**src/rtl/brick_ctrl_pkg.sv**
```systemverilog
// Shared brick-field geometry, hit-FSM state codes and derived widths
// used by the brick controller and its coordinate locator.
package brick_ctrl_pkg;

    localparam int ROWS    = 4;
    localparam int COLS    = 6;
    localparam int X0      = 140;
    localparam int Y0      = 200;
    localparam int BRICK_W = 80;
    localparam int BRICK_H = 20;
    localparam int GAP_X   = 20;
    localparam int GAP_Y   = 10;

    localparam int COORD_W = 11;
    localparam int BRICK_N = ROWS * COLS;
    localparam int LEFT_W  = $clog2(BRICK_N + 1);
    localparam int IDX_W   = $clog2(BRICK_N);
    localparam int COL_W   = $clog2(COLS);
    localparam int ROW_W   = $clog2(ROWS);

    // Top-level hit handshake states
    localparam logic [1:0] ST_IDLE = 2'd0;
    localparam logic [1:0] ST_LOC  = 2'd1;
    localparam logic [1:0] ST_RESP = 2'd2;
    localparam logic [1:0] ST_WAIT = 2'd3;

    // Locator states
    localparam logic [1:0] LOC_IDLE = 2'd0;
    localparam logic [1:0] LOC_X    = 2'd1;
    localparam logic [1:0] LOC_Y    = 2'd2;

endpackage

```
**src/rtl/brick_locate.sv**
```systemverilog
// Sequential coordinate-to-cell resolver: walks one column per cycle, then one
// row per cycle, and reports the cell or a miss with a one-cycle done pulse.
module brick_locate
    import brick_ctrl_pkg::*;
#(
    parameter int X_ORG  = X0,
    parameter int Y_ORG  = Y0,
    parameter int SPAN_X = BRICK_W,
    parameter int SPAN_Y = BRICK_H,
    parameter int STEP_X = BRICK_W + GAP_X,
    parameter int STEP_Y = BRICK_H + GAP_Y,
    parameter int N_X    = COLS,
    parameter int N_Y    = ROWS,
    parameter int CW     = $clog2(N_X),
    parameter int RW     = $clog2(N_Y)
) (
    input  logic               pclk,
    input  logic               reset,
    input  logic               flush_i,
    input  logic               start_i,
    input  logic [COORD_W-1:0] x_i,
    input  logic [COORD_W-1:0] y_i,
    output logic               done_o,
    output logic               miss_o,
    output logic [CW-1:0]      col_o,
    output logic [RW-1:0]      row_o
);

    localparam int AW = COORD_W + 1;
    localparam logic [AW-1:0] XB   = AW'(X_ORG);
    localparam logic [AW-1:0] YB   = AW'(Y_ORG);
    localparam logic [AW-1:0] SX   = AW'(SPAN_X);
    localparam logic [AW-1:0] SY   = AW'(SPAN_Y);
    localparam logic [AW-1:0] STX  = AW'(STEP_X);
    localparam logic [AW-1:0] STY  = AW'(STEP_Y);
    localparam logic [CW-1:0] LAST_COL = CW'(N_X - 1);
    localparam logic [RW-1:0] LAST_ROW = RW'(N_Y - 1);

    logic [1:0]         st_q, st_d;
    logic [COORD_W-1:0] x_q, x_d, y_q, y_d;
    logic [AW-1:0]      base_q, base_d;
    logic [CW-1:0]      col_q, col_d;
    logic [RW-1:0]      row_q, row_d;
    logic               done_q, done_d, miss_q, miss_d;
    logic [AW-1:0]      x_ext, y_ext;

    assign x_ext = {1'b0, x_q};
    assign y_ext = {1'b0, y_q};

    always_comb begin
        st_d   = st_q;
        x_d    = x_q;
        y_d    = y_q;
        base_d = base_q;
        col_d  = col_q;
        row_d  = row_q;
        done_d = 1'b0;
        miss_d = miss_q;
        case (st_q)
            LOC_IDLE: begin
                if (start_i) begin
                    x_d    = x_i;
                    y_d    = y_i;
                    base_d = XB;
                    col_d  = '0;
                    st_d   = LOC_X;
                end
            end
            LOC_X: begin
                if (x_ext < base_q) begin
                    done_d = 1'b1;
                    miss_d = 1'b1;
                    st_d   = LOC_IDLE;
                end else if (x_ext < base_q + SX) begin
                    base_d = YB;
                    row_d  = '0;
                    st_d   = LOC_Y;
                end else if (col_q == LAST_COL) begin
                    done_d = 1'b1;
                    miss_d = 1'b1;
                    st_d   = LOC_IDLE;
                end else begin
                    base_d = base_q + STX;
                    col_d  = col_q + CW'(1);
                end
            end
            LOC_Y: begin
                if (y_ext < base_q) begin
                    done_d = 1'b1;
                    miss_d = 1'b1;
                    st_d   = LOC_IDLE;
                end else if (y_ext < base_q + SY) begin
                    done_d = 1'b1;
                    miss_d = 1'b0;
                    st_d   = LOC_IDLE;
                end else if (row_q == LAST_ROW) begin
                    done_d = 1'b1;
                    miss_d = 1'b1;
                    st_d   = LOC_IDLE;
                end else begin
                    base_d = base_q + STY;
                    row_d  = row_q + RW'(1);
                end
            end
            default: st_d = LOC_IDLE;
        endcase
    end

    always_ff @(posedge pclk) begin
        if (reset || flush_i) begin
            st_q   <= LOC_IDLE;
            done_q <= 1'b0;
            miss_q <= 1'b0;
        end else begin
            st_q   <= st_d;
            done_q <= done_d;
            miss_q <= miss_d;
        end
    end

    // Datapath registers carry no reset; they are loaded before use.
    always_ff @(posedge pclk) begin
        x_q    <= x_d;
        y_q    <= y_d;
        base_q <= base_d;
        col_q  <= col_d;
        row_q  <= row_d;
    end

    assign done_o = done_q;
    assign miss_o = miss_q;
    assign col_o  = col_q;
    assign row_o  = row_q;

endmodule

```
**src/rtl/brick_ctrl.sv**
```systemverilog
// Arkanoid brick field: alive bitmap, per-pixel lookup, req/ack hit port with
// removals deferred to the vblank rising edge so a drawn frame never tears.
module brick_ctrl
    import brick_ctrl_pkg::*;
(
    input  logic               pclk,
    input  logic               reset,
    input  logic [COORD_W-1:0] hcount_in,
    input  logic [COORD_W-1:0] vcount_in,
    input  logic               vblnk_in,
    input  logic               level_load,
    input  logic               hit_req,
    input  logic [COORD_W-1:0] hit_x,
    input  logic [COORD_W-1:0] hit_y,
    output logic               hit_ack,
    output logic               hit_valid,
    output logic               brick_px,
    output logic [LEFT_W-1:0]  bricks_left,
    output logic               board_clear
);

    logic [BRICK_N-1:0] bitmap_q, bitmap_d, pending_q, pending_d;
    logic [BRICK_N-1:0] pix_mask, sel, set_mask;
    logic [1:0]         state_q, state_d;
    logic [LEFT_W-1:0]  left_q, left_d;
    logic               clear_q, ack_q, ack_d, valid_q, valid_d;
    logic               pix_q, vblnk_q, rise, start, resolve, hit_ok;
    logic               loc_done, loc_miss;
    logic [COL_W-1:0]   loc_col;
    logic [ROW_W-1:0]   loc_row;

    function automatic logic [LEFT_W-1:0] popcount(input logic [BRICK_N-1:0] v);
        logic [LEFT_W-1:0] cnt;
        cnt = '0;
        for (int i = 0; i < BRICK_N; i++) cnt = cnt + LEFT_W'(v[i]);
        return cnt;
    endfunction

    function automatic logic in_span(input logic [COORD_W-1:0] v, input int lo, input int len);
        return (int'(v) >= lo) && (int'(v) < lo + len);
    endfunction

    brick_locate u_locate (
        .pclk    (pclk),
        .reset   (reset),
        .flush_i (level_load),
        .start_i (start),
        .x_i     (hit_x),
        .y_i     (hit_y),
        .done_o  (loc_done),
        .miss_o  (loc_miss),
        .col_o   (loc_col),
        .row_o   (loc_row)
    );

    assign rise     = vblnk_in & ~vblnk_q;
    assign start    = (state_q == ST_IDLE) && hit_req && !level_load;
    assign resolve  = (state_q == ST_LOC) && loc_done;
    assign sel      = BRICK_N'(1) << (IDX_W'(loc_row) * IDX_W'(COLS) + IDX_W'(loc_col));
    // A brick already queued for removal must not be counted twice.
    assign hit_ok   = !loc_miss && |(bitmap_q & ~pending_q & sel);
    assign set_mask = (resolve && hit_ok) ? sel : '0;

    always_comb begin
        pix_mask = '0;
        for (int r = 0; r < ROWS; r++)
            for (int c = 0; c < COLS; c++)
                pix_mask[r*COLS + c] = in_span(hcount_in, X0 + c*(BRICK_W + GAP_X), BRICK_W) &&
                                       in_span(vcount_in, Y0 + r*(BRICK_H + GAP_Y), BRICK_H);
    end

    always_comb begin
        bitmap_d  = bitmap_q;
        pending_d = pending_q;
        left_d    = left_q;
        if (rise) begin
            bitmap_d  = bitmap_q & ~pending_q;
            pending_d = '0;
            left_d    = left_q - popcount(pending_q);
        end
        // A hit resolved on the commit edge lands after the clear.
        pending_d = pending_d | set_mask;

        state_d = state_q;
        case (state_q)
            ST_IDLE: if (hit_req) state_d = ST_LOC;
            ST_LOC:  if (loc_done) state_d = ST_RESP;
            ST_RESP: state_d = ST_WAIT;
            ST_WAIT: if (!hit_req) state_d = ST_IDLE;
            default: state_d = ST_IDLE;
        endcase
        ack_d   = resolve;
        valid_d = resolve && hit_ok;
    end

    always_ff @(posedge pclk) begin
        if (reset || level_load) begin
            state_q   <= ST_IDLE;
            ack_q     <= 1'b0;
            valid_q   <= 1'b0;
            bitmap_q  <= '1;
            pending_q <= '0;
            left_q    <= LEFT_W'(BRICK_N);
            clear_q   <= 1'b0;
        end else begin
            state_q   <= state_d;
            ack_q     <= ack_d;
            valid_q   <= valid_d;
            bitmap_q  <= bitmap_d;
            pending_q <= pending_d;
            left_q    <= left_d;
            clear_q   <= (left_q == '0);
        end
    end

    always_ff @(posedge pclk) begin
        if (reset) begin
            pix_q   <= 1'b0;
            vblnk_q <= 1'b0;
        end else begin
            pix_q   <= |(bitmap_q & pix_mask);
            vblnk_q <= vblnk_in;
        end
    end

    assign hit_ack     = ack_q;
    assign hit_valid   = valid_q;
    assign brick_px    = pix_q;
    assign bricks_left = left_q;
    assign board_clear = clear_q;

endmodule

```
**config.mk**
```make
export PLATFORM = sky130hd
export DESIGN_NAME = brick_ctrl
export DESIGN_NICKNAME = d
export VERILOG_FILES = /design/src/rtl/brick_ctrl_pkg.sv /design/src/rtl/brick_locate.sv /design/src/rtl/brick_ctrl.sv
export SDC_FILE = /design/constraint.sdc
export NUM_CORES = 1
export LEC_CHECK = 0
export ABC_AREA = 1
export CORE_ASPECT_RATIO = 1.2
export CORE_MARGIN = 2
export CORE_UTILIZATION = 32
export CTS_CLUSTER_DIAMETER = 50
export DETAILED_ROUTE_END_ITERATION = 8
export GPL_TIMING_DRIVEN = 0
export PLACE_DENSITY = 0.49
export SLEW_MARGIN = 10
export SYNTH_ARGS = -nofsm -noshare
export SYNTH_HDL_FRONTEND = slang
export SYNTH_SLANG_ARGS = --single-unit
```
**constraint.sdc**
```tcl
create_clock -name pclk -period 14.9 [get_ports pclk]
set_input_delay 3.725 -clock pclk [delete_from_list [all_inputs] [get_ports pclk]]
set_output_delay 3.725 -clock pclk [all_outputs]
set_load 0.05 [all_outputs]
```
# --- Word-level counts from Yosys, hierarchy flattened ---
# Index checks and enable logic that the tools add are counted.
# Widths: inputs -> output; s select.
totals:
  input_bits: 49
  register_bits: 103
  output_inout_bits: 9
  elab_cells: 208
op_classes:
  n_shift: 1
  n_eq_ne: 23
  multipliers: 1
  addsub: 31
  order_cmp: 24
  mux: 47
  reduce_logical: 57
  n_bitwise: 7
ops:
  columns: ["cell", "n"]
  rows:
  - ["$add 5x1->5", 19]
  - ["$mux 12", 7]
  - ["$and 24x24->24", 3]
  - ["$lt 11x12->1", 4]
  - ["$mux 24", 2]
  - ["$reduce_or 24->1", 2]
  - ["$ge 11x8->1 const B", 4]
  - ["$ge 11x9->1 const B", 4]
  - ["$lt 11x9->1 const B", 4]
  - ["$logic_and 1x1->1", 39]
  - ["$pmux 12 s3", 1]
  - ["$lt 11x10->1 const B", 3]
  - ["$lt 11x8->1 const B", 3]
  - ["$mux 2", 15]
  - ["$add 12x5->12 const B", 2]
  - ["$add 12x7->12 const B", 2]
  - ["$not 24->24", 1]
  - ["$or 24x24->24", 1]
  - ["$shl 1x5->24 const A", 1]
  - ["$ge 11x10->1 const B", 2]
  - ["$ne 2x2->1 const B", 9]
  - ["$mux 1", 12]
  - ["$mux 3", 4]
  - ["$eq 2x2->1 const B", 4]
  - ["other kinds (34)", 43]

# --- Logic depth before layout (Yosys ltp) ---
# Gate-level depths: netlist (run 1).
logic_depth:
  ltp_word: 24
  depth_mapped: 19
  mapped_depth_nobuf: 19

# --- Hierarchy ---
# A second synthesis (run 1) with hierarchy kept.
unflattened:
  cells_unflattened: 1055
  area_unflattened_um2: 7945.1
by_module_without_submodules:
  columns: ["module", "area_each_um2", "instances", "cells_each", "seq_area_each_um2"]
  rows:
  - ["brick_ctrl", 4725.8, 1, 660, 1201.2]
  - ["brick_locate", 3219.3, 1, 395, 1161.1]

# --- Worst setup path before layout (run 1) ---
# Ideal clock, no wire load.
synth_path:
  path_type: "input to register"
  startpoint: "in level_load"
  endpoint: "reg u_locate.base_q[10], enable pin"
  setup_time_ns: 0.390
  path_buffers: 0
  setup_slack_ns: 9.670
  path_stages: 5
  required_time_ns: 14.510
  t_arrival_ns: 4.841
  cell_sequence: "nor2_1 nand2_1 nand2_1 nand3b_1 nor3_1"
synth_between:
  elab_chain_cells: 4
synth_rtl:
  columns: ["element", "line", "source"]
  rows:
  - ["start, declared", "brick_ctrl.sv:11", "input logic level_load,"]
  - ["$logic_not 1->1", "brick_ctrl.sv:57", "assign start = (state_q == ST_IDLE) && hit_req && !level_load;"]
  - ["$logic_and 1x1->1", "brick_ctrl.sv:57", null]
  - ["$ne 2x2->1 (no line)", null, null]
  - ["$reduce_and 7->1 (no line)", null, null]
  - ["end signal, assigned", "brick_locate.sv:125", "base_q <= base_d;"]
  - ["end, declared", "brick_locate.sv:41", "logic [AW-1:0] base_q, base_d;"]
# No other way between the ends.
# A chain may end at the register's enable or synchronous reset.

# --- Final worst setup path (run 1) ---
layout_path:
  startpoint: "in reset"
  endpoint: "reg pending_q[22]"
layout_between:
  elab_chain_cells: 1
layout_rtl:
  columns: ["element", "line", "source"]
  rows:
  - ["start, declared", "brick_ctrl.sv:7", "input logic reset,"]
  - ["$logic_or 1x1->1", "brick_ctrl.sv:97", "if (reset || level_load) begin"]
  - ["end signal, assigned", "brick_ctrl.sv:110", "pending_q <= pending_d;"]
  - ["end, declared", "brick_ctrl.sv:22", "logic [BRICK_N-1:0] bitmap_q, bitmap_d, pending_q, pending_d;"]
# No other way between the ends.

==> results.yml, run 1 <==
outcome:
  status: "finished clean"
critical_path:
  cp.required_ns: 15.21
  cp.arrival_ns: 6.05
  crit-reg2reg-capture: "bricks_left[4]$_SDFFE_PP1P_"
  cp-start-kind: "primary input"
  cp_max_fo: 10
  rr_startpoint: "bricks_left[4]$_SDFFE_PP1P_"
  r2r_cells: 16
  cpPeakStageDelay_ns: 0.76
  worstPathCellList: "clkdlybuf4s50_1 -> nor2_1 -> inv_2 -> nor3_1 -> buf_2 -> nand3_2 -> nand2_1"
  crit_slowest_cell: "nor3_1"
  rrSetupSlack_ns: 9.65
  crit_type: "primary input to register"
  cp-end-kind: "register"
die:
  die_h_um: 173
  fp-row-count: 61
  dieArea_um2: 25000
  fp.coreArea_um2: 23300
  initial_utilization: 0.327
  die_w_um: 145
  boundaryPins: 58
clock_network:
  cts_resized: 0
  hold_buffers: 0
  clk_latency_ns: 0.36
  cts_buffers: 9
  clockBufferDepth: 2
  cts_root_buffer: "clkbuf_16"
  postCtsSetupBuffers: 0
  cts.sinks: 100
  clkTransAtPathRegs_ns: 0.07
  cts_tree: "yes"
  h-tree-depth: 3
synthesis:
  yosysWarnings: 0
  ys_top_cells_by_area: "dfxtp_1 17%, edfxtp_1 14%, ha_1 12%, nand2_1 10%, fa_1 8.2%"
  synth_area_um2: 7610
  ys.flop_type: "dfxtp_1"
  synth-edff-count: 36
  synth_top_cell_area_share: 0.168
  ys_seq_area_frac: 0.310
  syn_inst: 983
  ys_top_cells_by_count: "207 x nand2_1, 155 x inv_1, 113 x nor2_1"
  ys_types: 45
  synth_seq_cells: 100
  yosysMostFrequentCell: "nand2_1"
  post-synth-top-area-cell: "dfxtp_1"
  postSynthAreaPerCell_um2: 7.74
  synth_fp_nets: 1138
  async_reset_ff_frac: 0
sta:
  fmax_mhz: 174
  finClkSkew_ns: 0.0130
  fin_tns_setup_ns: 0
  period_share: 0.386
  setup_slack_ns: 9.15
  max_slew_margin: 0.355
  grt_setup_unrepaired: "no"
  slew_violations: 0
  tightest_slew_ns: 0.960
  setup_viol: 0
  hold_viol: 0
  fin_crit_ns: 5.75
pwr:
  power_switching_share: 0.428
  p_per_area_nw_per_um2: 140
  power_mw: 1.24
  p_clk_frac: 0.204
  power.internal_mw: 0.707
  p_leak_nw: 4.08
  ir_drop_v: 0.000157
  p_seq_frac: 0.256
  combPwrFrac: 0.540
  p_sw_mw: 0.530
place:
  detailed_place_hpwl_um: 15600
  pre_cts_ws_ns: 8.75
  portBuffers: 52
  gp_congestion: 0.853
  dpl-instance-area_um2: 8550
layout:
  diodes: 0
  layout.nets: 1203
  postLayoutCoreUtil: 0.380
  area_growth_pct: 16.4
  design_area_um2: 8860
  nFillCells: 2499
  drive_gt1_frac: 0.0655
detailed_routing:
  antenna_left: 0
  wire_per_inst_um: 14.2
  drtIter0Drc: 237
  totalWireLength_um: 19400
  remaining_drc_errors: 0
  vias: 6331
  viasPerCell: 4.63
  first_pass_iters: 5
grt:
  globalRoute.totalOverflow: 0
  grtUsageTotal: 0.161
  grt_first_pass_wirelength_um: 31300
  grt_pass1_vias: 6194
  antenna_found_initial: 0
  grt_max_degree: 19
flow_run:
  maxCapViolCount: 0
worst_hold_path:
  whs_endpoint: "pending_q[11]$_SDFF_PP0_"
  hp-start: "pending_q[11]$_SDFF_PP0_"
  hold_class: "register to register"
  hold_path_depth: 2
[through the flow]
stage                     hold WS, ns  cells
after global routing            0.470   1368
after CTS                       0.456   1368
after detailed placement        0.439   1352
final                           0.453   1368
after floorplan                 0.426    983
after global placement          0.438   1350
[worst max-delay path by stage]
stage                                startpoint                             to  slack (ns)
finish                                    reset       pending_q[22]$_SDFF_PP0_        9.15
global placement                        hit_req  u_locate.base_q[10]$_DFFE_PP_        8.47
floorplan                            level_load  u_locate.base_q[10]$_DFFE_PP_        9.67
global route                              reset       pending_q[23]$_SDFF_PP0_        8.97
CTS                 bricks_left[4]$_SDFFE_PP1P_                 bricks_left[4]        9.12
detailed placement                        reset       pending_q[23]$_SDFF_PP0_        8.75
[worst max-delay path, delay by kind of cell]
kind | cells | cell delay [ns]
simple gates | 4 | 1.26
buf+inv | 3 | 1.05
[cells by family after synthesis]
logic type                 synth area share
AOI/OAI and AO/OA                    0.0801
xor gates and xnor gates             0.0421
adders and majority gates             0.205
buffers and inverters                0.0939
DFF                                   0.310
muxes                               0.00148
and+or+nand+nor                       0.267
[registers in the layout (all words and copies together), names as in the netlist]
register,count
u_locate.x_q,10
u_locate.st_q,2
bricks_left,5
bitmap_q,24
hit_valid,1
vblnk_q,1
state_q,2
u_locate.col_o,3
pending_q,24
u_locate.done_o,1
board_clear,1
u_locate.y_q,10
hit_ack,1
u_locate.miss_o,1
u_locate.row_o,2
u_locate.base_q,11
brick_px,1
[cell usage in the layout (no fill, tap or decap), types with 4 or more instances in the layout]
cell / netlist / routed
fa_1: 31 / 31
nor2_1: 113 / 112
xnor2_1: 8 / 8
clkdlybuf4s50_1: 0 / 52
buf_2: 4 / 4
a21oi_1: 43 / 43
inv_2: 4 / 4
inv_6: 0 / 4
nor3_1: 14 / 13
nand3_2: 20 / 20
clkbuf_1: 10 / 10
inv_1: 155 / 155
clkbuf_16: 0 / 9
nor2_2: 6 / 7
ha_1: 75 / 75
xor2_1: 23 / 23
nand4_1: 19 / 19
nand3_1: 58 / 58
o21ai_0: 40 / 40
dfxtp_1: 64 / 64
edfxtp_1: 36 / 36
nor4_1: 4 / 4
nand2_1: 207 / 207
[power by group through the flow]
stage                     clock network [mW]  logic [mW]  registers (mW)
after CTS                              0.261       0.676           0.317
after global placement                     0       0.663           0.323
final                                  0.253       0.668           0.316
after detailed placement                   0       0.671           0.323
after global routing                   0.270       0.767           0.319
after floorplan                            0       0.504           0.334
[routing by layer]
layer  track usage  vias up  routed length, um
li1              -     3297                  -
met1         0.193     2900               8460
met2         0.289      105               9890
met3        0.0158       29                466
met4        0.0672        0                599
met5             0        -                  0
[layout make-up]
class	instances	area (um2)	area share
clock inverter	7	78.8	0.00890
multi-input combinational	702	4540	0.513
sequential	100	2360	0.267
buffer	19	106	0.0120
tap	315	394	0.0445
timing repair buffer	54	543	0.0613
inverter	162	608	0.0687
clock buffer	9	225	0.0254
Note: power is estimated with default switching activity, not from simulation.
==> inputs of run 2 (changes only) <==
- clock period: 14.9 -> 5.88 ns (I/O delays scaled with it)
==> results of run 2 <==
Same layout as run 1 (identical final DEF). Status: finished clean.
Among the figures that moved: setup slack after placement 8.75 ns -> 0.602 ns; clock-pin slew on the worst setup and hold paths 0.07 ns -> 0.08 ns; setup slack after layout 9.15 ns -> 0.627 ns; start point of the critical path reset -> bricks_left[4]$_SDFFE_PP1P_; end point of the critical path pending_q[22]$_SDFF_PP0_ -> bricks_left[4]$_SDFFE_PP1P_; register-to-register setup slack 9.65 ns -> 0.63 ns; total power 1.24 mW -> 3.13 mW; worst IR drop on VDD 0.000157 V -> 0.000397 V
==> inputs of run 3 (changes only) <==
- CAP_MARGIN: default -> 0
==> results of run 3 <==
Same layout as run 1 (identical final DEF). Status: finished clean.
Among the figures that moved: setup slack after placement 8.75 ns -> 0.602 ns; clock-pin slew on the worst setup and hold paths 0.07 ns -> 0.08 ns; setup slack after layout 9.15 ns -> 0.627 ns; start point of the critical path reset -> bricks_left[4]$_SDFFE_PP1P_; end point of the critical path pending_q[22]$_SDFF_PP0_ -> bricks_left[4]$_SDFFE_PP1P_; register-to-register setup slack 9.65 ns -> 0.63 ns; total power 1.24 mW -> 3.13 mW; worst IR drop on VDD 0.000157 V -> 0.000397 V
